## config.mk

```make
export PLATFORM = sky130hd
export DESIGN_NAME = remote_comm
export DESIGN_NICKNAME = d
export VERILOG_FILES = /design/src/rtl/remote_comm_pkg.sv /design/src/rtl/uart.sv /design/src/rtl/remote_comm.sv
export SDC_FILE = /design/constraint.sdc
export NUM_CORES = 1
export LEC_CHECK = 0
export CORE_ASPECT_RATIO = 1.4
export CORE_MARGIN = 2
export CORE_UTILIZATION = 45
export CTS_CLUSTER_SIZE = 8
export DETAILED_ROUTE_END_ITERATION = 8
export GPL_TIMING_DRIVEN = 0
export SLEW_MARGIN = 20
export SYNTH_ARGS = -nofsm -noshare
export SYNTH_HDL_FRONTEND = slang
export SYNTH_SLANG_ARGS = --single-unit
```

## constraint.sdc

```tcl
create_clock -name clk -period 2.3 [get_ports clk]
set_input_delay 0.46 -clock clk [delete_from_list [all_inputs] [get_ports clk]]
set_output_delay 0.46 -clock clk [all_outputs]
set_load 0.03 [all_outputs]
```

## src/rtl/remote_comm_pkg.sv

```systemverilog
// Shared constants and types for the host-side robot command link.
package remote_comm_pkg;

    // 50 MHz clock, 19200 baud
    localparam int BAUD_CYCLES_DEF = 2604;

    // Well-known commands and responses exchanged with the robot
    localparam logic [15:0] CAL_GYRO = 16'h2000;
    localparam logic [3:0]  OP_MOVE  = 4'h4;
    localparam logic [3:0]  OP_TOUR  = 4'h6;
    localparam logic [7:0]  POS_ACK  = 8'hA5;

    typedef enum logic [1:0] {
        CMD_IDLE = 2'd0,
        CMD_HIGH = 2'd1,
        CMD_LOW  = 2'd2
    } cmd_state_t;

    typedef enum logic {
        RX_IDLE = 1'b0,
        RX_RECV = 1'b1
    } rx_state_t;

    // 8N1 frame, shifted out LSB first: start bit, data LSB..MSB, stop bit
    function automatic logic [9:0] uart_frame(input logic [7:0] data);
        return {1'b1, data, 1'b0};
    endfunction

endpackage

```

## src/rtl/uart.sv

```systemverilog
// 8N1 UART: independent transmitter and receiver sharing one clock.
module uart
    import remote_comm_pkg::*;
#(
    parameter int BAUD_CYCLES = BAUD_CYCLES_DEF
) (
    input  logic       clk,
    input  logic       rst_n,
    // transmitter
    input  logic       trmt,
    input  logic [7:0] tx_data,
    output logic       TX,
    output logic       tx_done,
    // receiver
    input  logic       RX,
    output logic [7:0] rx_data,
    output logic       rdy,
    input  logic       clr_rdy
);

    localparam int CW = $clog2(BAUD_CYCLES + 1);
    localparam logic [CW-1:0] BAUD_LAST = CW'(BAUD_CYCLES - 1);
    localparam logic [CW-1:0] HALF_LAST = CW'(BAUD_CYCLES / 2 - 1);
    localparam logic [CW-1:0] CNT_ONE   = CW'(1);

    // ---------------- transmitter ----------------
    logic          tx_busy_q;
    logic [9:0]    tx_shift_q;
    logic [CW-1:0] tx_baud_q;
    logic [3:0]    tx_bit_q;
    logic          tx_done_q;
    logic          tx_bit_end_d;

    assign tx_bit_end_d = tx_busy_q && (tx_baud_q == BAUD_LAST);
    assign TX           = tx_shift_q[0];
    assign tx_done      = tx_done_q;

    // Load a frame on trmt, shift one bit per baud period, pulse done after the stop bit
    always_ff @(posedge clk or negedge rst_n) begin
        if (!rst_n) begin
            tx_busy_q  <= 1'b0;
            tx_shift_q <= '1;
            tx_baud_q  <= '0;
            tx_bit_q   <= '0;
            tx_done_q  <= 1'b0;
        end else begin
            tx_done_q <= 1'b0;
            if (trmt && !tx_busy_q) begin
                tx_busy_q  <= 1'b1;
                tx_shift_q <= uart_frame(tx_data);
                tx_baud_q  <= '0;
                tx_bit_q   <= '0;
            end else if (tx_busy_q) begin
                if (tx_bit_end_d) begin
                    tx_baud_q  <= '0;
                    tx_shift_q <= {1'b1, tx_shift_q[9:1]};
                    tx_bit_q   <= tx_bit_q + 4'd1;
                    // tenth bit period (stop bit) just finished
                    if (tx_bit_q == 4'd9) begin
                        tx_busy_q <= 1'b0;
                        tx_done_q <= 1'b1;
                    end
                end else begin
                    tx_baud_q <= tx_baud_q + CNT_ONE;
                end
            end
        end
    end

    // ---------------- receiver ----------------
    logic          rx_meta_q;
    logic          rx_sync_q;
    logic          rx_prev_q;
    rx_state_t     rx_state_q;
    logic [CW-1:0] rx_baud_q;
    logic [3:0]    rx_bit_q;
    logic [7:0]    rx_shift_q;
    logic [7:0]    rx_data_q;
    logic          rdy_q;
    logic          rx_start_d;
    logic          rx_sample_d;
    logic          rx_done_d;

    assign rx_start_d  = (rx_state_q == RX_IDLE) && rx_prev_q && !rx_sync_q;
    assign rx_sample_d = (rx_state_q == RX_RECV) && (rx_baud_q == '0);
    assign rx_done_d   = rx_sample_d && (rx_bit_q == 4'd9) && (rx_state_q == RX_RECV);
    assign rx_data     = rx_data_q;
    assign rdy         = rdy_q;

    // Two-flop synchroniser plus one delayed copy for falling-edge detection; idle line is high
    always_ff @(posedge clk or negedge rst_n) begin
        if (!rst_n) begin
            rx_meta_q <= 1'b1;
            rx_sync_q <= 1'b1;
            rx_prev_q <= 1'b1;
        end else begin
            rx_meta_q <= RX;
            rx_sync_q <= rx_meta_q;
            rx_prev_q <= rx_sync_q;
        end
    end

    // Sample mid-bit: half a period after the start edge, then every full period
    always_ff @(posedge clk or negedge rst_n) begin
        if (!rst_n) begin
            rx_state_q <= RX_IDLE;
            rx_baud_q  <= '0;
            rx_bit_q   <= '0;
            rx_shift_q <= '0;
            rx_data_q  <= '0;
        end else begin
            case (rx_state_q)
                RX_IDLE: begin
                    if (rx_start_d) begin
                        rx_state_q <= RX_RECV;
                        rx_baud_q  <= HALF_LAST;
                        rx_bit_q   <= '0;
                    end
                end
                RX_RECV: begin
                    if (rx_baud_q != '0) begin
                        rx_baud_q <= rx_baud_q - CNT_ONE;
                    end else begin
                        rx_baud_q <= BAUD_LAST;
                        rx_bit_q  <= rx_bit_q + 4'd1;
                        if (rx_bit_q == 4'd0) begin
                            // line back high at the start-bit centre: it was a glitch
                            if (rx_sync_q) begin
                                rx_state_q <= RX_IDLE;
                            end
                        end else if (rx_bit_q == 4'd9) begin
                            // stop sample: the byte is delivered whatever the stop level
                            rx_data_q  <= rx_shift_q;
                            rx_state_q <= RX_IDLE;
                        end else begin
                            rx_shift_q <= {rx_sync_q, rx_shift_q[7:1]};
                        end
                    end
                end
                default: rx_state_q <= RX_IDLE;
            endcase
        end
    end

    // Ready flag: set on frame completion (takes priority), cleared by a new start edge or clr_rdy
    always_ff @(posedge clk or negedge rst_n) begin
        if (!rst_n) begin
            rdy_q <= 1'b0;
        end else if (rx_done_d) begin
            rdy_q <= 1'b1;
        end else if (clr_rdy || rx_start_d) begin
            rdy_q <= 1'b0;
        end
    end

endmodule

```

## src/rtl/remote_comm.sv

```systemverilog
// Host-side command link: sends a 16-bit command as two UART bytes (high first)
// and reports the robot's one-byte response.
module remote_comm
    import remote_comm_pkg::*;
#(
    parameter int BAUD_CYCLES = BAUD_CYCLES_DEF
) (
    input  logic        clk,
    input  logic        rst_n,
    input  logic [15:0] cmd,
    input  logic        snd_cmd,
    output logic        cmd_snt,
    output logic        TX,
    input  logic        RX,
    output logic [7:0]  resp,
    output logic        resp_rdy
);

    cmd_state_t state_q;
    logic [7:0] low_byte_q;
    logic [7:0] tx_data_q;
    logic       trmt_q;
    logic       cmd_snt_q;
    logic       tx_done;

    assign cmd_snt = cmd_snt_q;

    // Command sequencer: high byte, then the latched low byte, then flag completion
    always_ff @(posedge clk or negedge rst_n) begin
        if (!rst_n) begin
            state_q    <= CMD_IDLE;
            low_byte_q <= '0;
            tx_data_q  <= '0;
            trmt_q     <= 1'b0;
            cmd_snt_q  <= 1'b0;
        end else begin
            trmt_q <= 1'b0;
            case (state_q)
                CMD_IDLE: begin
                    if (snd_cmd) begin
                        low_byte_q <= cmd[7:0];
                        tx_data_q  <= cmd[15:8];
                        trmt_q     <= 1'b1;
                        cmd_snt_q  <= 1'b0;
                        state_q    <= CMD_HIGH;
                    end
                end
                CMD_HIGH: begin
                    if (tx_done) begin
                        tx_data_q <= low_byte_q;
                        trmt_q    <= 1'b1;
                        state_q   <= CMD_LOW;
                    end
                end
                CMD_LOW: begin
                    if (tx_done) begin
                        cmd_snt_q <= 1'b1;
                        state_q   <= CMD_IDLE;
                    end
                end
                default: state_q <= CMD_IDLE;
            endcase
        end
    end

    uart #(
        .BAUD_CYCLES(BAUD_CYCLES)
    ) u_uart (
        .clk     (clk),
        .rst_n   (rst_n),
        .trmt    (trmt_q),
        .tx_data (tx_data_q),
        .TX      (TX),
        .tx_done (tx_done),
        .RX      (RX),
        .rx_data (resp),
        .rdy     (resp_rdy),
        .clr_rdy (snd_cmd)
    );

endmodule

```

==> results of run 1 <==
-- cell type report --
class / instances / area [um^2] / area share (%)
buffer: 11 / 46.3 / 0.992
clock buffer: 9 / 225 / 4.83
clock inverter: 7 / 77.6 / 1.66
inverter: 16 / 60.1 / 1.29
multi-input combinational: 244 / 1660 / 35.6
sequential: 84 / 2120 / 45.4
tap: 105 / 131 / 2.82
timing repair buffer: 32 / 345 / 7.40
-- per-layer routing --
metal  up-vias  part of all wire [%]  routed length [um]  global-route usage [%]
met1      1367                    46                3440                    24.1
met5         -                     0                   0                       0
met2        40                    48                3570                    28.4
met3        14                   3.4                 251                    3.96
met4         0                   2.4                 178                    7.87
li1       1358                     -                   -                       -
-- cell usage after synthesis, types with 7 or more instances --
cell | count | share of area, %
ha_1 | 8 | 2.6
inv_1 | 16 | 1.5
a21oi_1 | 20 | 2.6
nand3_1 | 17 | 2.2
nand4_1 | 7 | 1.1
dfstp_2 | 12 | 8.1
dfrtp_1 | 72 | 46
mux2i_1 | 9 | 2.3
o21ai_0 | 26 | 3.3
nand2_1 | 39 | 3.8
xor2_1 | 7 | 1.6
mux2_2 | 24 | 7.0
nor2_1 | 21 | 2.0
-- stage by stage --
| stage | area (um^2) | cells | hold WS (ns) |
|---|---|---|---|
| floorplan | 3880 | 355 | 0.164 |
| global placement | 4320 | 490 | 0.346 |
| detailed placement | 4340 | 491 | 0.355 |
| CTS | 4640 | 507 | 0.0620 |
| global route | 4660 | 508 | 0.0798 |
| finish | 4660 | 508 | 0.0518 |
-- registers in the layout, indices dropped and copies added, names as in the netlist --
register           cells
u_uart.tx_shift_q      9
u_uart.rx_data         8
u_uart.rx_meta_q       1
u_uart.rx_bit_q        4
u_uart.rx_state_q      1
u_uart.rx_baud_q      12
low_byte_q             8
state_q                2
tx_data_q              8
trmt_q                 1
u_uart.tx_busy_q       1
cmd_snt                1
u_uart.rx_sync_q       1
u_uart.rx_shift_q      8
u_uart.tx_bit_q        4
u_uart.rx_prev_q       1
u_uart.tx_baud_q      12
u_uart.rdy             1
u_uart.tx_done         1
-- worst paths after layout --
path / startpoint / endpoint / slack, ns / cells past startpoint
worst max-delay path: u_uart.rx_baud_q[0]$_DFFE_PN0P_ / u_uart.rx_shift_q[5]$_DFFE_PN0P_ / 0.22 / 6
worst min-delay path: rst_n / u_uart.tx_baud_q[9]$_DFFE_PN0P_ / 0.05 / 1
worst max register to register: u_uart.rx_baud_q[0]$_DFFE_PN0P_ / u_uart.rx_shift_q[5]$_DFFE_PN0P_ / 0.22 / 6
worst min register to register: u_uart.rx_meta_q$_DFF_PN1_ / u_uart.rx_sync_q$_DFF_PN1_ / 0.36 / 0
max in group asynchronous: rst_n / u_uart.rx_meta_q$_DFF_PN1_ / 1.59 / 2
min in group clk: u_uart.rx_meta_q$_DFF_PN1_ / u_uart.rx_sync_q$_DFF_PN1_ / 0.36 / 0
-- cells by family after synthesis --
group                    synth area share (%)
AO/OA/AOI/OAI                            10.5
XOR/XNOR                                 2.93
adder cells (fa/ha/maj)                  2.58
buffers and inverters                    2.74
flip-flops                               54.5
multiplexers                             9.28
AND/OR/NAND/NOR                          17.5
-- worst max-delay path, stage by stage (launching register included) --
cell and delay (ns):
dfrtp_1 0.41, inv_1 0.13, ha_1 0.18, and3b_1 0.18, nand4_1 0.26, nor2_2 0.43
mux2_2 0.38
-- report_power, final --
part | leakage, nW | switching, mW | internal, mW
Sequential | 1.05 | 0.327 | 1.84
Combinational | 0.923 | 0.420 | 0.411
Clock | 0.134 | 0.598 | 0.844
Total | 2.11 | 1.34 | 3.10
==> results.md, run 1 <==
* Status: finished clean
* Mapped Cells at 355
* Finish-stage setup viols at 0
* Initial Util at 45.7%
* Die Ht at 114 um
* Setup Buffers After CTS at 0
* Crit path required time at 2.52 ns
* Tmin final at 2.08 ns
* Setup tns final at 0 ns
* Relative slew slack at 54.0%
* Placer Congestion at 0.793
* Die width at 82.5 um
* Highest Clock Rate at 482 MHz
* First-pass GRT wire length at 13.2 mm
* Area delta synth->final at 20.1%
* Clk buf depth at 2
* Util after Layout at 54.8%
* Site Rows at 40
* Drt wl/cell at 14.6 um
* I/O Buffers at 30
* Clock sinks at 84
* Yosys reg bits at 84
* Clock root buffer: clkbuf_16
* Antenna viol nets, final at 0
* Final hold violation count at 0
* Fill count at 772
* PwrDens at 952 nW/um^2
* Routed WL at 7.43 mm
* CP Capture Type: flip-flop
* Pre-antenna DRT Iters at 4
* Crit Path Category: flip-flop to flip-flop
* Post-synth EDFFs at 0
* Clock slew at reported path FFs at 0.06 ns
* Path type of the worst min-delay path: input pin to async pin
* Pin slew with the least headroom to its limit at 0.684 ns
* Via count at 2,779
* CTS Hold Bufs at 0
* Final Skew at 0.00387 ns
* Initial antenna violation count at 0
* CP max FO at 8
* Pleak at 2.11 nW
* I/O pins at 31
* Pin count of the biggest net entering global routing at 57
* Final setup margin at 0.224 ns
* IR drop worst, VDD at 0.551 mV
* Synth async-reset ratio at 100%
* CTS tree: yes
* YS warnings at 0
* Clock Latency Late Sink at 0.33 ns
* CTS Buf Count at 9
* DR iter-0 viols at 173
* Grt ovf at 0
* Layout cell share with drive strength beyond 1 at 17.6%
* Detailed Place HPWL at 5.17 mm
* Slew Limit Fails at 0
* Nets@finish at 426
* Post-Syn Area at 3880 um^2
* Design Power at 4.44 mW
* Number of diodes at 0
* Routed vias/inst at 5.47
* Total global-route track usage at 18.2%
* Most frequent cells in the layout: dfrtp_1 (72), nand2_1 (39), clkdlybuf4s50_1 (29)
* H-tree levels at 3
* Syn_nets at 383
* RSZ-0062 raised after global routing: false
* Main synth FF type: dfrtp_1
* Setup WS pre-CTS at -0.105 ns
* Final Cycle Share at 90.3%
* Kind of start point of the critical path: flip-flop
* Commonest non-fill, non-tap cell in the layout: dfrtp_1
* DRC viols at 0
* Netlist cell types at 49
* Max_cap viols at 0
* Die area at 9400 um^2
* Post-CTS sizing at 0
* Seq/Total Area, Yosys at 54.5%
* Worst EP arrival at 2.30 ns
* Vias in the first global route at 2,850
* CORE AREA at 8510 um^2
* Synth Area per Inst at 10.9 um^2
Note: power is estimated with default switching activity, not from simulation.
==> inputs of run 2 (changes only) <==
--- a/config.mk
+++ b/config.mk
@@ -11,6 +11,7 @@
 export CTS_CLUSTER_SIZE = 8
 export DETAILED_ROUTE_END_ITERATION = 8
 export GPL_TIMING_DRIVEN = 0
+export HOLD_SLACK_MARGIN = 0.1
 export SLEW_MARGIN = 20
 export SYNTH_ARGS = -nofsm -noshare
 export SYNTH_HDL_FRONTEND = slang
==> run 2 against run 1 <==
Compared with the run above: worst hold slack better by 0.31 ns; via count is essentially flat; combinational power is essentially flat; count of clock-buffer cells in the layout unchanged; first-iteration DRC count decreased by 20%; clock power barely moved; non-clock buffer count rose by 1; clock skew up 0.0011 ns; sequential cell count did not move; core utilization increased by 0.12 points; critical path type unchanged; largest cell class unchanged; largest power group unchanged; highest routed layer unchanged.
==> results.md, run 2 (synthesized netlist as in run 1, its figures left out) <==
* Antenna viol nets, final at 0 (unchanged)
* Clock sinks at 84 (unchanged)
* First-pass GRT wire length at 13.2 mm (+0.11%)
* Die width at 82.5 um (unchanged)
* DP Cell Count at 491 (unchanged)
* Site Rows at 40 (unchanged)
* Util after Layout at 54.9% (+0.12 points)
* Slew Limit Fails at 0 (unchanged)
* Post-Layout Cell Count at 509 (+0.20%)
* Fill count at 771 (-0.13%)
* Drt wl/cell at 14.6 um (-0.10%)
* Die Ht at 114 um (unchanged)
* Final Cycle Share at 90.3% (about the same)
* I/O Buffers at 30 (unchanged)
* Pin slew with the least headroom to its limit at 0.690 ns (+0.00589 ns)
* CP max FO at 8 (unchanged)
* Clock Latency Late Sink at 0.33 ns (about the same)
* Grt ovf at 0 (unchanged)
* Path type of the worst min-delay path: flip-flop to flip-flop
* Finish-stage setup viols at 0 (unchanged)
* Kind of start point of the critical path: flip-flop
* I/O pins at 31 (unchanged)
* Total global-route track usage at 18.2% (about the same)
* Relative slew slack at 53.6% (-0.40 points)
* DRC viols at 0 (unchanged)
* Setup WS pre-CTS at -0.105 ns (unchanged)
* Detailed Place HPWL at 5.17 mm (unchanged)
* IR drop worst, VDD at 0.549 mV (-0.26%)
* Commonest non-fill, non-tap cell in the layout: dfrtp_1
* Crit path required time at 2.52 ns (about the same)
* Clk buf depth at 2 (unchanged)
* Max_cap viols at 0 (unchanged)
* Clock slew at reported path FFs at 0.06 ns (about the same)
* Via count at 2,777 (-0.072%)
* Setup tns final at 0 ns (unchanged)
* H-tree levels at 3 (unchanged)
* CTS tree: yes
* Nets@finish at 427 (+0.23%)
* Number of diodes at 0 (unchanged)
* Initial antenna violation count at 0 (unchanged)
* PwrDens at 950 nW/um^2 (-0.28%)
* CTS Buf Count at 9 (unchanged)
* CP Capture Type: flip-flop
* Initial Util at 45.7% (unchanged)
* Fin Hold WS at 0.363 ns (+0.311 ns)
* Highest Clock Rate at 481 MHz (about the same)
* Pleak at 2.11 nW (+0.20%)
* Pin count of the biggest net entering global routing at 57 (unchanged)
* Die area at 9400 um^2 (unchanged)
* Placer Congestion at 0.793 (unchanged)
* RSZ-0062 raised after global routing: false
* Worst EP arrival at 2.30 ns (about the same)
* Vias in the first global route at 2,854 (+0.14%)
* Crit Path Category: flip-flop to flip-flop
* Clock root buffer: clkbuf_16
* Routed WL at 7.44 mm (about the same)
* Flip-flop and latch area at 2120 um^2 (unchanged)
* Post-CTS sizing at 0 (unchanged)
* Final setup margin at 0.223 ns (-0.00138 ns)
* Most frequent cells in the layout: dfrtp_1 (72), nand2_1 (39), clkdlybuf4s50_1 (29)
* Final Skew at 0.00501 ns (+0.00114 ns)
* Pre-antenna DRT Iters at 4 (unchanged)
* Routed vias/inst at 5.46 (-0.27%)
* Area delta synth->final at 20.3%
* DR iter-0 viols at 139 (-20%)
* Multi-input logic area at 1660 um^2 (unchanged)
* Layout cell share with drive strength beyond 1 at 17.6% (-0.044 points)
* Tmin final at 2.08 ns (+0.00138 ns)
* Final hold violation count at 0 (unchanged)
* Status: finished clean
* Top flop regs: u_uart.rx_baud_q: 12 flops, u_uart.tx_baud_q: 12 flops, u_uart.tx_shift_q: 9 flops
* CORE AREA at 8510 um^2 (unchanged)
[run 2: final timing paths]
path / cells past startpoint / startpoint / slack [ns] / endpoint
worst max-delay path: 6 / u_uart.rx_baud_q[0]$_DFFE_PN0P_ / 0.22 / u_uart.rx_shift_q[5]$_DFFE_PN0P_
worst min-delay path: 0 / u_uart.rx_meta_q$_DFF_PN1_ / 0.36 / u_uart.rx_sync_q$_DFF_PN1_
worst max register to register: 6 / u_uart.rx_baud_q[0]$_DFFE_PN0P_ / 0.22 / u_uart.rx_shift_q[5]$_DFFE_PN0P_
worst min register to register: 0 / u_uart.rx_meta_q$_DFF_PN1_ / 0.36 / u_uart.rx_sync_q$_DFF_PN1_
max in group asynchronous: 3 / rst_n / 1.04 / u_uart.rx_sync_q$_DFF_PN1_
min in group asynchronous: 2 / rst_n / 0.60 / u_uart.tx_baud_q[9]$_DFFE_PN0P_
[run 2: metal layers]
metal  track usage, %  vias up  share of wire, %
li1                 -     1363                 -
met3             3.96       13               3.0
met4             7.87        0               2.3
met2             28.5       38                48
met5                0        -                 0
met1             24.1     1363                47
[run 2: stage by stage]
stage / total power, mW / instance area (um^2)
final: 4.44 / 4670
after global routing: 4.72 / 4670
after CTS: 4.48 / 4650
after detailed placement: 3.02 / 4340
after global placement: 2.98 / 4320
after floorplan: 2.76 / 3880
[run 2: area by class of cell]
| class | count | area share [%] |
|---|---|---|
| Clock buffer | 9 | 4.82 |
| Tap cell | 105 | 2.81 |
| Inverter | 16 | 1.28 |
| Multi-Input combinational cell | 244 | 35.5 |
| Clock inverter | 7 | 1.66 |
| Sequential cell | 84 | 45.3 |
| Timing Repair Buffer | 33 | 7.60 |
| Buffer | 11 | 0.990 |
[run 2: what timing repair did]
| item | CTS | global route |
|---|---|---|
| hold endpoints to repair | 27 | 0 |
| endpoints found under the setup margin | 0 | 8 |
| hold buffers | 1 | 0 |
| setup buffers | 0 | 1 |
[run 2: power breakdown]
group	internal (mW)	leakage (nW)	switching [mW]
clock network	0.844	0.134	0.595
logic	0.412	0.927	0.420
registers	1.84	1.05	0.327
total	3.10	2.11	1.34
[run 2: critical path, cell delays in order (launching register included)]
cell,delay [ns]
dfrtp_1,0.41
inv_1,0.13
ha_1,0.18
and3b_1,0.18
nand4_1,0.26
nor2_2,0.42
mux2_2,0.38
==> inputs of run 3 (changes only) <==
--- a/config.mk
+++ b/config.mk
@@ -12,6 +12,7 @@
 export DETAILED_ROUTE_END_ITERATION = 8
 export GPL_TIMING_DRIVEN = 0
 export HOLD_SLACK_MARGIN = 0.1
+export SETUP_SLACK_MARGIN = 0.1
 export SLEW_MARGIN = 20
 export SYNTH_ARGS = -nofsm -noshare
 export SYNTH_HDL_FRONTEND = slang
==> run 3 against run 2 <==
Compared with the run above: power increased by 0.18%; worst setup slack improved by 0.059 ns; via count up 0.76%; maximum frequency up 2.9%; non-clock buffer count stayed put; final cell count did not move; count of clock-buffer cells in the layout unchanged; combinational power rose by 0.8%; core utilization increased by 0.10 points; clock power barely moved; register-to-register slack improved by 0.06 ns.
==> results.md, run 3 (synthesized netlist as in run 1, its figures left out) <==
* Relative slew slack at 53.4% (-0.22 points)
* CP Capture Type: flip-flop
* DRC viols at 0 (unchanged)
* R2R cell count at 6 (unchanged)
* Final Skew at 0.00481 ns (-0.000196 ns)
* Pleak at 2.11 nW (about the same)
* Min-Delay Path Depth at 0 (unchanged)
* Routed vias/inst at 5.50 (+0.76%)
* R2R setup slack at 0.28 ns (+0.06 ns)
* Die area at 9400 um^2 (unchanged)
* Nets@finish at 427 (unchanged)
* Pre-antenna DRT Iters at 4 (unchanged)
* Flip-flop and latch area at 2120 um^2 (unchanged)
* Clock sinks at 84 (unchanged)
* CTS tree: yes
* CTS Buf Count at 9 (unchanged)
* Max_cap viols at 0 (unchanged)
* Drt wl/cell at 14.7 um (+0.78%)
* Grt ovf at 0 (unchanged)
* Pin count of the biggest net entering global routing at 57 (unchanged)
* Slew Limit Fails at 0 (unchanged)
* Clock Latency Late Sink at 0.33 ns (about the same)
* Layout cell share with drive strength beyond 1 at 17.8% (+0.25 points)
* Placer Congestion at 0.793 (unchanged)
* Pin slew with the least headroom to its limit at 0.693 ns (+0.00333 ns)
* Hold wc startpoint: u_uart.rx_meta_q$_DFF_PN1_
* Die Ht at 114 um (unchanged)
* R2r endpoint: u_uart.rx_shift_q[5]$_DFFE_PN0P_
* Multi-input logic area at 1670 um^2 (+0.53%)
* Fin Hold WS at 0.363 ns (+0.0000190 ns)
* I/O Buffers at 30 (unchanged)
* R2R Path Start: u_uart.rx_baud_q[0]$_DFFE_PN0P_
* I/O pins at 31 (unchanged)
* Top flop regs: u_uart.rx_baud_q: 12 flops, u_uart.tx_baud_q: 12 flops, u_uart.tx_shift_q: 9 flops
* CORE AREA at 8510 um^2 (unchanged)
* H-tree levels at 3 (unchanged)
* Via count at 2,798 (+0.76%)
* Routed WL at 7.50 mm (+0.78%)
* Crit path required time at 2.52 ns (about the same)
* Clk buf depth at 2 (unchanged)
* Antenna viol nets, final at 0 (unchanged)
* Die width at 82.5 um (unchanged)
* Initial antenna violation count at 0 (unchanged)
* Design Power at 4.45 mW (+0.18%)
* Finish-stage setup viols at 0 (unchanged)
* Area delta synth->final at 20.5%
* Site Rows at 40 (unchanged)
* Clock slew at reported path FFs at 0.06 ns (about the same)
* Vias in the first global route at 2,854 (unchanged)
* Initial Util at 45.7% (unchanged)
* Status: finished clean
* Final Cycle Share at 87.8% (-2.6 points)
* Detailed Place HPWL at 5.17 mm (unchanged)
* Path type of the worst min-delay path: flip-flop to flip-flop
* RSZ-0062 raised after global routing: false
* Fill count at 773 (+0.26%)
* First-pass GRT wire length at 13.2 mm (unchanged)
* Number of diodes at 0 (unchanged)
* PwrDens at 950 nW/um^2 (about the same)
* Util after Layout at 55.0% (+0.10 points)
* Kind of start point of the critical path: flip-flop
* DR iter-0 viols at 153 (+10%)
* CP max FO at 8 (unchanged)
* Worst EP arrival at 2.24 ns (-0.06 ns)
* Final hold violation count at 0 (unchanged)
* Crit Path Category: flip-flop to flip-flop
* IR drop worst, VDD at 0.551 mV (+0.37%)
* Most frequent cells in the layout: dfrtp_1 (72), nand2_1 (39), clkdlybuf4s50_1 (29)
* Tmin final at 2.02 ns (-0.0589 ns)
* Sink of the worst hold path: u_uart.rx_sync_q$_DFF_PN1_
* Highest Clock Rate at 495 MHz (+2.9%)
* Commonest non-fill, non-tap cell in the layout: dfrtp_1
* Total global-route track usage at 18.2% (unchanged)
* Clock root buffer: clkbuf_16
[run 3: cell counts in the layout (fill, tap and decap cells not counted)]
Identical to the previous run, type by type.
[run 3: metrics by stage]
stage / instances / TNS, ns / worst slack (ns) / area (um^2)
6_report: 509 / 0 / 0.282 / 4680
3_5_place_dp: 491 / -0.617 / -0.105 / 4340
5_1_grt: 509 / 0 / 0.143 / 4680
3_3_place_gp: 490 / -182.61 / -2.32 / 4320
4_1_cts: 508 / 0 / 0.102 / 4650
2_1_floorplan: 355 / 0 / 0.442 / 3880
[run 3: what timing repair did]
action                                  in CTS  in global routing
resized for setup                            0                  2
endpoints found under the hold margin       27                  0
endpoints found under the setup margin       0                 16
hold buffers                                 1                  0
setup buffers                                0                  1
[run 3: worst max-delay path by stage]
stage                                                from                                to  slack [ns]  depth (start not counted)
after floorplan           u_uart.rx_baud_q[0]$_DFFE_PN0P_     u_uart.rx_data[0]$_DFFE_PN0P_        0.44                          6
after global routing      u_uart.rx_baud_q[0]$_DFFE_PN0P_  u_uart.rx_shift_q[5]$_DFFE_PN0P_        0.14                          6
final                     u_uart.rx_baud_q[0]$_DFFE_PN0P_  u_uart.rx_shift_q[5]$_DFFE_PN0P_        0.28                          6
after CTS                 u_uart.rx_baud_q[1]$_DFFE_PN0P_     u_uart.rx_data[1]$_DFFE_PN0P_        0.10                          6
after global placement                              rst_n    u_uart.rx_bit_q[1]$_DFFE_PN0P_       -2.32                          1
after detailed placement                          snd_cmd          tx_data_q[6]$_DFFE_PN0P_       -0.10                          6
[run 3: layout make-up]
class	count	area share (%)
well taps	105	2.81
inverters	16	1.28
repair buffers	33	7.59
multi-input cells	244	35.7
flip-flops and latches	84	45.2
clock inverters	7	1.66
clock buffers	9	4.81
plain buffers	11	0.989
[run 3: critical path, cell delays in order (launching register included)]
cell and delay [ns]:
dfrtp_1 0.41, inv_1 0.13, ha_1 0.18, and3b_1 0.18
nand4_1 0.30, nor2_4 0.34, mux2_2 0.36
[run 3: power by group]
group          leakage [nW]  total (mW)  switching [mW]  internal (mW)
sequential             1.05        2.17           0.327           1.84
combinational         0.929       0.838           0.425          0.412
clock                 0.134        1.44           0.596          0.844
total                  2.11        4.45            1.35           3.10
[run 3: layer usage]
layer  vias up  track usage [%]  wire length [um]
met5         -                0                 0
met4         0             7.87               179
met3        14             3.96               232
met2        40             28.5              3590
met1      1381             24.1              3500
li1       1363                -                 -
